### config.mk
export PLATFORM = sky130hd
export DESIGN_NAME = matmul_sequencer_flat
export DESIGN_NICKNAME = d
export VERILOG_FILES = /design/src/rtl/matmul_sequencer_if.sv /design/src/rtl/matmul_sequencer.sv /design/src/flat_wrapper.sv
export SDC_FILE = /design/constraint.sdc
export NUM_CORES = 1
export LEC_CHECK = 0
export BUFFER_PORTS_ARGS = -buffer_cell sky130_fd_sc_hd__buf_4
export CORE_ASPECT_RATIO = 1.25
export CORE_UTILIZATION = 35
export CTS_BUF_LIST = sky130_fd_sc_hd__clkbuf_16
export CTS_CLUSTER_SIZE = 14
export DETAILED_ROUTE_END_ITERATION = 8
export PLACE_DENSITY = 0.65
export RECOVER_POWER = 100
export SLEW_MARGIN = 10
export SYNTH_ARGS = -nofsm -noshare
export SYNTH_HDL_FRONTEND = slang
export SYNTH_SLANG_ARGS = --single-unit
### constraint.sdc
create_clock -name S_AXI_ACLK -period 2.8 [get_ports S_AXI_ACLK]
set_input_delay 0.28 -clock S_AXI_ACLK [delete_from_list [all_inputs] [get_ports S_AXI_ACLK]]
set_output_delay 0.28 -clock S_AXI_ACLK [all_outputs]
set_load 0.1 [all_outputs]
### src/rtl/matmul_sequencer_if.sv
// Control/status bundle between the matmul sequencer and its operand feeder, result drain and host.
// The master side issues jobs and flow control; the slave side is the sequencer.
interface matmul_sequencer_if #(
  parameter int N     = 4,
  parameter int CNT_W = 16
);
  localparam int STEP_W = $clog2(3*N-2);
  localparam int ROW_W  = $clog2(N);

  logic              start;
  logic              abort;
  logic              feed_stall;
  logic              drain_ready;
  logic              busy;
  logic              acc_clear;
  logic              feed_valid;
  logic [STEP_W-1:0] feed_step;
  logic              drain_valid;
  logic [ROW_W-1:0]  drain_row;
  logic              results_ready;
  logic [CNT_W-1:0]  done_count;

  modport master (
    output start, abort, feed_stall, drain_ready,
    input  busy, acc_clear, feed_valid, feed_step, drain_valid, drain_row,
           results_ready, done_count
  );

  modport slave (
    input  start, abort, feed_stall, drain_ready,
    output busy, acc_clear, feed_valid, feed_step, drain_valid, drain_row,
           results_ready, done_count
  );
endinterface

### src/rtl/matmul_sequencer.sv
// Job sequencer for an N x N systolic array: clear accumulators, feed 3N-2 skewed operand
// steps, drain N result rows, then pulse completion and count the finished job.
module matmul_sequencer #(
  parameter int N     = 4,
  parameter int CNT_W = 16
) (
  input  logic                 S_AXI_ACLK,
  input  logic                 S_AXI_ARESET,
  matmul_sequencer_if.slave    bus
);
  localparam int STEP_W = $clog2(3*N-2);
  localparam int ROW_W  = $clog2(N);
  localparam logic [STEP_W-1:0] LAST_STEP = STEP_W'(3*N-3);
  localparam logic [ROW_W-1:0]  LAST_ROW  = ROW_W'(N-1);

  typedef enum logic [2:0] {
    S_IDLE,
    S_CLEAR,
    S_COMPUTE,
    S_DRAIN,
    S_DONE
  } state_e;

  state_e            state_q, state_d;
  logic [STEP_W-1:0] step_q, step_d;
  logic [ROW_W-1:0]  row_q, row_d;
  logic [CNT_W-1:0]  count_q, count_d;
  logic              busy_q, busy_d;
  logic              acc_clear_q, acc_clear_d;
  logic              compute_q, compute_d;
  logic              drain_valid_q, drain_valid_d;
  logic              results_ready_q, results_ready_d;

  always_comb begin
    // NOTE: every variable gets a default before the case so no path leaves it unassigned (no latch).
    state_d = state_q;
    step_d  = step_q;
    row_d   = row_q;
    count_d = count_q;

    unique case (state_q)
      S_IDLE: begin
        if (bus.start && !bus.abort) state_d = S_CLEAR;
      end
      S_CLEAR: begin
        state_d = S_COMPUTE;
      end
      S_COMPUTE: begin
        if (!bus.feed_stall) begin
          if (step_q == LAST_STEP) state_d = S_DRAIN;
          else                     step_d  = step_q + STEP_W'(1);
        end
      end
      S_DRAIN: begin
        if (bus.drain_ready) begin
          if (row_q == LAST_ROW) begin
            state_d = S_DONE;
            count_d = count_q + CNT_W'(1);
          end else begin
            row_d = row_q + ROW_W'(1);
          end
        end
      end
      S_DONE: begin
        state_d = S_IDLE;
      end
      default: begin
        state_d = S_IDLE;
      end
    endcase

    // Abort cancels the job before it can complete, so the count must not advance either.
    if (state_q != S_IDLE && bus.abort) begin
      state_d = S_IDLE;
      count_d = count_q;
    end

    // Counters read zero whenever their phase is not active.
    if (state_d != S_COMPUTE) step_d = '0;
    if (state_d != S_DRAIN)   row_d  = '0;

    busy_d          = (state_d != S_IDLE);
    acc_clear_d     = (state_d == S_CLEAR);
    compute_d       = (state_d == S_COMPUTE);
    drain_valid_d   = (state_d == S_DRAIN);
    results_ready_d = (state_d == S_DONE);
  end

  always_ff @(posedge S_AXI_ACLK) begin
    // NOTE: state uses non-blocking assignments so every flop samples the pre-edge values.
    if (S_AXI_ARESET) begin
      state_q         <= S_IDLE;
      step_q          <= '0;
      row_q           <= '0;
      count_q         <= '0;
      busy_q          <= 1'b0;
      acc_clear_q     <= 1'b0;
      compute_q       <= 1'b0;
      drain_valid_q   <= 1'b0;
      results_ready_q <= 1'b0;
    end else begin
      state_q         <= state_d;
      step_q          <= step_d;
      row_q           <= row_d;
      count_q         <= count_d;
      busy_q          <= busy_d;
      acc_clear_q     <= acc_clear_d;
      compute_q       <= compute_d;
      drain_valid_q   <= drain_valid_d;
      results_ready_q <= results_ready_d;
    end
  end

  // The feed enable drops in the same cycle the operand source stalls.
  assign bus.feed_valid    = compute_q & ~bus.feed_stall;
  assign bus.busy          = busy_q;
  assign bus.acc_clear     = acc_clear_q;
  assign bus.feed_step     = step_q;
  assign bus.drain_valid   = drain_valid_q;
  assign bus.drain_row     = row_q;
  assign bus.results_ready = results_ready_q;
  assign bus.done_count    = count_q;
endmodule

### src/flat_wrapper.sv
// flat-port wrapper written by rule: the top's interface ports become plain ports
module matmul_sequencer_flat 
#(
  parameter int N     = 4,
  parameter int CNT_W = 16
)
  (S_AXI_ACLK, S_AXI_ARESET, bus_start, bus_abort, bus_feed_stall, bus_drain_ready, bus_busy, bus_acc_clear, bus_feed_valid, bus_feed_step, bus_drain_valid, bus_drain_row, bus_results_ready, bus_done_count);
  matmul_sequencer_if #(.N(N), .CNT_W(CNT_W)) bus_i ();
  input  logic S_AXI_ACLK;
  input  logic S_AXI_ARESET;
  input wire logic [$bits(bus_i.start)-1:0] bus_start;
  input wire logic [$bits(bus_i.abort)-1:0] bus_abort;
  input wire logic [$bits(bus_i.feed_stall)-1:0] bus_feed_stall;
  input wire logic [$bits(bus_i.drain_ready)-1:0] bus_drain_ready;
  output wire logic [$bits(bus_i.busy)-1:0] bus_busy;
  output wire logic [$bits(bus_i.acc_clear)-1:0] bus_acc_clear;
  output wire logic [$bits(bus_i.feed_valid)-1:0] bus_feed_valid;
  output wire logic [$bits(bus_i.feed_step)-1:0] bus_feed_step;
  output wire logic [$bits(bus_i.drain_valid)-1:0] bus_drain_valid;
  output wire logic [$bits(bus_i.drain_row)-1:0] bus_drain_row;
  output wire logic [$bits(bus_i.results_ready)-1:0] bus_results_ready;
  output wire logic [$bits(bus_i.done_count)-1:0] bus_done_count;
  assign bus_i.start = bus_start;
  assign bus_i.abort = bus_abort;
  assign bus_i.feed_stall = bus_feed_stall;
  assign bus_i.drain_ready = bus_drain_ready;
  assign bus_busy = bus_i.busy;
  assign bus_acc_clear = bus_i.acc_clear;
  assign bus_feed_valid = bus_i.feed_valid;
  assign bus_feed_step = bus_i.feed_step;
  assign bus_drain_valid = bus_i.drain_valid;
  assign bus_drain_row = bus_i.drain_row;
  assign bus_results_ready = bus_i.results_ready;
  assign bus_done_count = bus_i.done_count;
  matmul_sequencer #(.N(N), .CNT_W(CNT_W)) u_core (.S_AXI_ACLK(S_AXI_ACLK), .S_AXI_ARESET(S_AXI_ARESET), .bus(bus_i));
endmodule
==> out/results.tsv <==
stage	metric	value	unit
timing	Tmin final	2220	ps
clock_tree	post-CTS setup buffers	0	
clock_tree	CTS root buf	clkbuf_16	
global_routing	GRT overflow	0	
setup_path	critical path endpoint category	flop	
power	Power Dens Cells	573	nW/um^2
global_routing	initial antenna violation count	0	
worst_hold_path	hold crit path type	input pin to flop	
clock_tree	TritonCTS clock tree	built	
global_routing	number of global-route vias before repair	1130	
yosys	Syn Area/Cell	8.86	sq um
place	Buffers on Ports	32	
clock_tree	CTS HTree Levels	2	
drt	WL final	2860	um
power	Power Total	960	uW
timing	clk_skew	6.06	ps
power	maximum vdd drop	0.222	mV
yosys	EDFF count, synth	0	
clock_tree	CTS Buffer Depth	2	
yosys	sequential area share after synthesis	43.7	%
worst_hold_path	worst hold start	bus_start	
final_layout	Synth-to-Final Area Change	21.9	%
die	I/O pin count	33	
drt	drt wl/cell	12.3	um
die	initial core utilization	36.6	%
final_layout	final core occ	44.6	%
timing	Final Hold Viols	0	
yosys	Post-Synthesis Cells	155	
clock_tree	Post-CTS Hold Buffers	0	
status	outcome	finished with violations	
clock_tree	CTS Sinks	30	
yosys	Yosys reg bits	30	
final_layout	Fill cells	408	
status	failing checks	design-rule violations	
drt	Pre-antenna DRT Iters	6	
die	die width	58.0	um
timing	final setup fails	0	
setup_path	WP data required	2960	ps
setup_path	Crit Path Max Fanout	9	
clock_tree	total CTS buffers	5	
timing	Slew @ Worst Pin	1170	ps
yosys	Synth Net Count	165	
die	core area	3750	sq um
yosys	Mapped Area	1370	sq um
final_layout	layout cell share with drive strength beyond 1	8.85	%
timing	RSZ-0062 raised after global routing	no	
final_layout	post-route cell area	1670	sq um
drt	antenna-violating nets left	0	
yosys	top_reg_cell synth	dfxtp_1	
final_layout	Post-layout nets	201	
final_layout	most frequent cells in the layout	dfxtp_1, clkbuf_1, nor2_1	
setup_path	r2r setup slk	580	ps
die	row count	25	
run	max-cap violations	0	
setup_path	Worst Setup EP	u_core.bus.done_count[15]	
place	placed cell areas	1650	sq um
die	Die Y	72.0	um
setup_path	worst r2r src	u_core.bus.drain_row[0]	
final_layout	ANT cells	0	
die	die area	4180	sq um
setup_path	Crit. Startpoint	u_core.bus.drain_row[0]	
timing	Final period util	79.2	%
setup_path	CP arrival	2380	ps
timing	max-slew violations	0	
setup_path	CP Launch Type	flop	
setup_path	cell count of the worst reg-to-reg path	5	
clock_tree	clock-pin slew on the worst setup and hold paths	50	ps
drt	number of DRC markers in iteration 0	60	
power	static leakage	0.000558	uW
setup_path	CP Class	flop to flop	
yosys	FFs w/ async S/R, synth	0	%
place	routability cong.	0.793	
global_routing	first-pass GRT wire length	4820	um
clock_tree	clock latency at the later pin of the worst-skew pair	270	ps
yosys	Yosys warning count	0	
setup_path	r2r endpoint	u_core.bus.done_count[15]	
place	Detailed Place HPWL	2050	um
timing	max frequency	0.451	GHz
drt	number of remaining DRC errors	3	
drt	Vias	1208	
drt	Vias per Instance	5.21	
global_routing	largest net degree at the start of global routing	23	
timing	Final TNS setup	0	ps
yosys	library cells used by synthesis	37	
final_layout	most common cell after layout, fill and taps aside	dfxtp_1	
clock_tree	post-CTS sizing	0	
timing	Max-Slew Margin vs Limit	22.4	%
global_routing	total track usage	15.3	%
==> layer usage <==
metal	track usage, %	routed length, um	up-vias
li1	-	-	621
met1	17.6	1300	554
met2	24.5	1340	26
met3	5.35	149	7
met4	8.73	68	0
met5	0	0	-
==> synth_stat cells (2+ instances only) <==
library cell,n,area share (%)
nor3_1,11,4.0
nor2b_1,2,0.91
ha_1,4,3.6
xor2_1,3,1.9
xnor2_1,9,5.7
nand3b_1,3,1.6
and3_1,2,0.91
nand4_1,5,2.3
a21oi_1,8,2.9
dfxtp_1,30,44
nand4b_1,4,2.5
or2_2,4,1.8
nor4_1,2,0.91
nor3b_1,2,1.1
nand3_1,6,2.2
or3_1,2,0.91
nor2_1,16,4.4
buf_2,2,0.73
nand2_1,8,2.2
o21ai_0,7,2.5
inv_1,8,2.2
or4_4,2,1.6
==> flip-flops by register name, summed over array words and instances, names as in the netlist <==
name                      count
u_core.bus.drain_row          2
u_core.bus.feed_step          4
u_core.bus.done_count        16
u_core.bus.results_ready      1
u_core.bus.acc_clear          1
u_core.bus.busy               1
u_core.bus.drain_valid        1
u_core.compute_q              1
u_core.state_q                3
==> cell type report <==
| class | count | area, sq um | area share, % |
|---|---|---|---|
| Clock buffer | 5 | 125 | 7.47 |
| Clock inverter | 3 | 11.3 | 0.673 |
| Timing Repair Buffer | 32 | 139 | 8.30 |
| Sequential cell | 30 | 601 | 35.9 |
| Tap cell | 40 | 50.0 | 2.99 |
| Inverter | 8 | 30.0 | 1.79 |
| Multi-Input combinational cell | 114 | 718 | 42.9 |
==> kinds of logic (layout without fill, tap and decap cells) <==
kind of cell,Yosys count,after routing,share of synthesized area [%]
simple gates,74,74,30.4
flops,30,30,43.7
compound gates,22,22,9.84
xor+xnor,12,12,7.65
buf+inv,11,48,3.19
fa+ha+maj,4,4,3.64
mux,2,2,1.55
==> critical path, stage by stage (launching register included) <==
cell and delay [ps]:
dfxtp_1 360, ha_1 270, nand3b_1 270, or4_1 670, nor3_1 190, mux2_2 350
==> through the flow <==
stage	hold slack [ps]	worst slack (ps)	cells
2_1_floorplan	404	125	155
4_1_cts	220	715	232
3_5_place_dp	490	724	224
3_3_place_gp	488	755	224
6_report	224	583	232
5_1_grt	226	467	232
==> worst min path at each step <==
stage	to	cells past startpoint
global route	u_core.bus.busy	2
floorplan	u_core.bus.busy	1
CTS	u_core.bus.busy	2
global placement	u_core.bus.done_count[14]	2
finish	u_core.bus.busy	2
detailed placement	u_core.bus.done_count[14]	2
==> report_power, final <==
group / internal [uW] / switching, uW
Clock: 318 / 173
Sequential: 431 / 1.87
Combinational: 11.0 / 25.3
Total: 760 / 200
No activity file was read; power rests on OpenSTA's default activity.
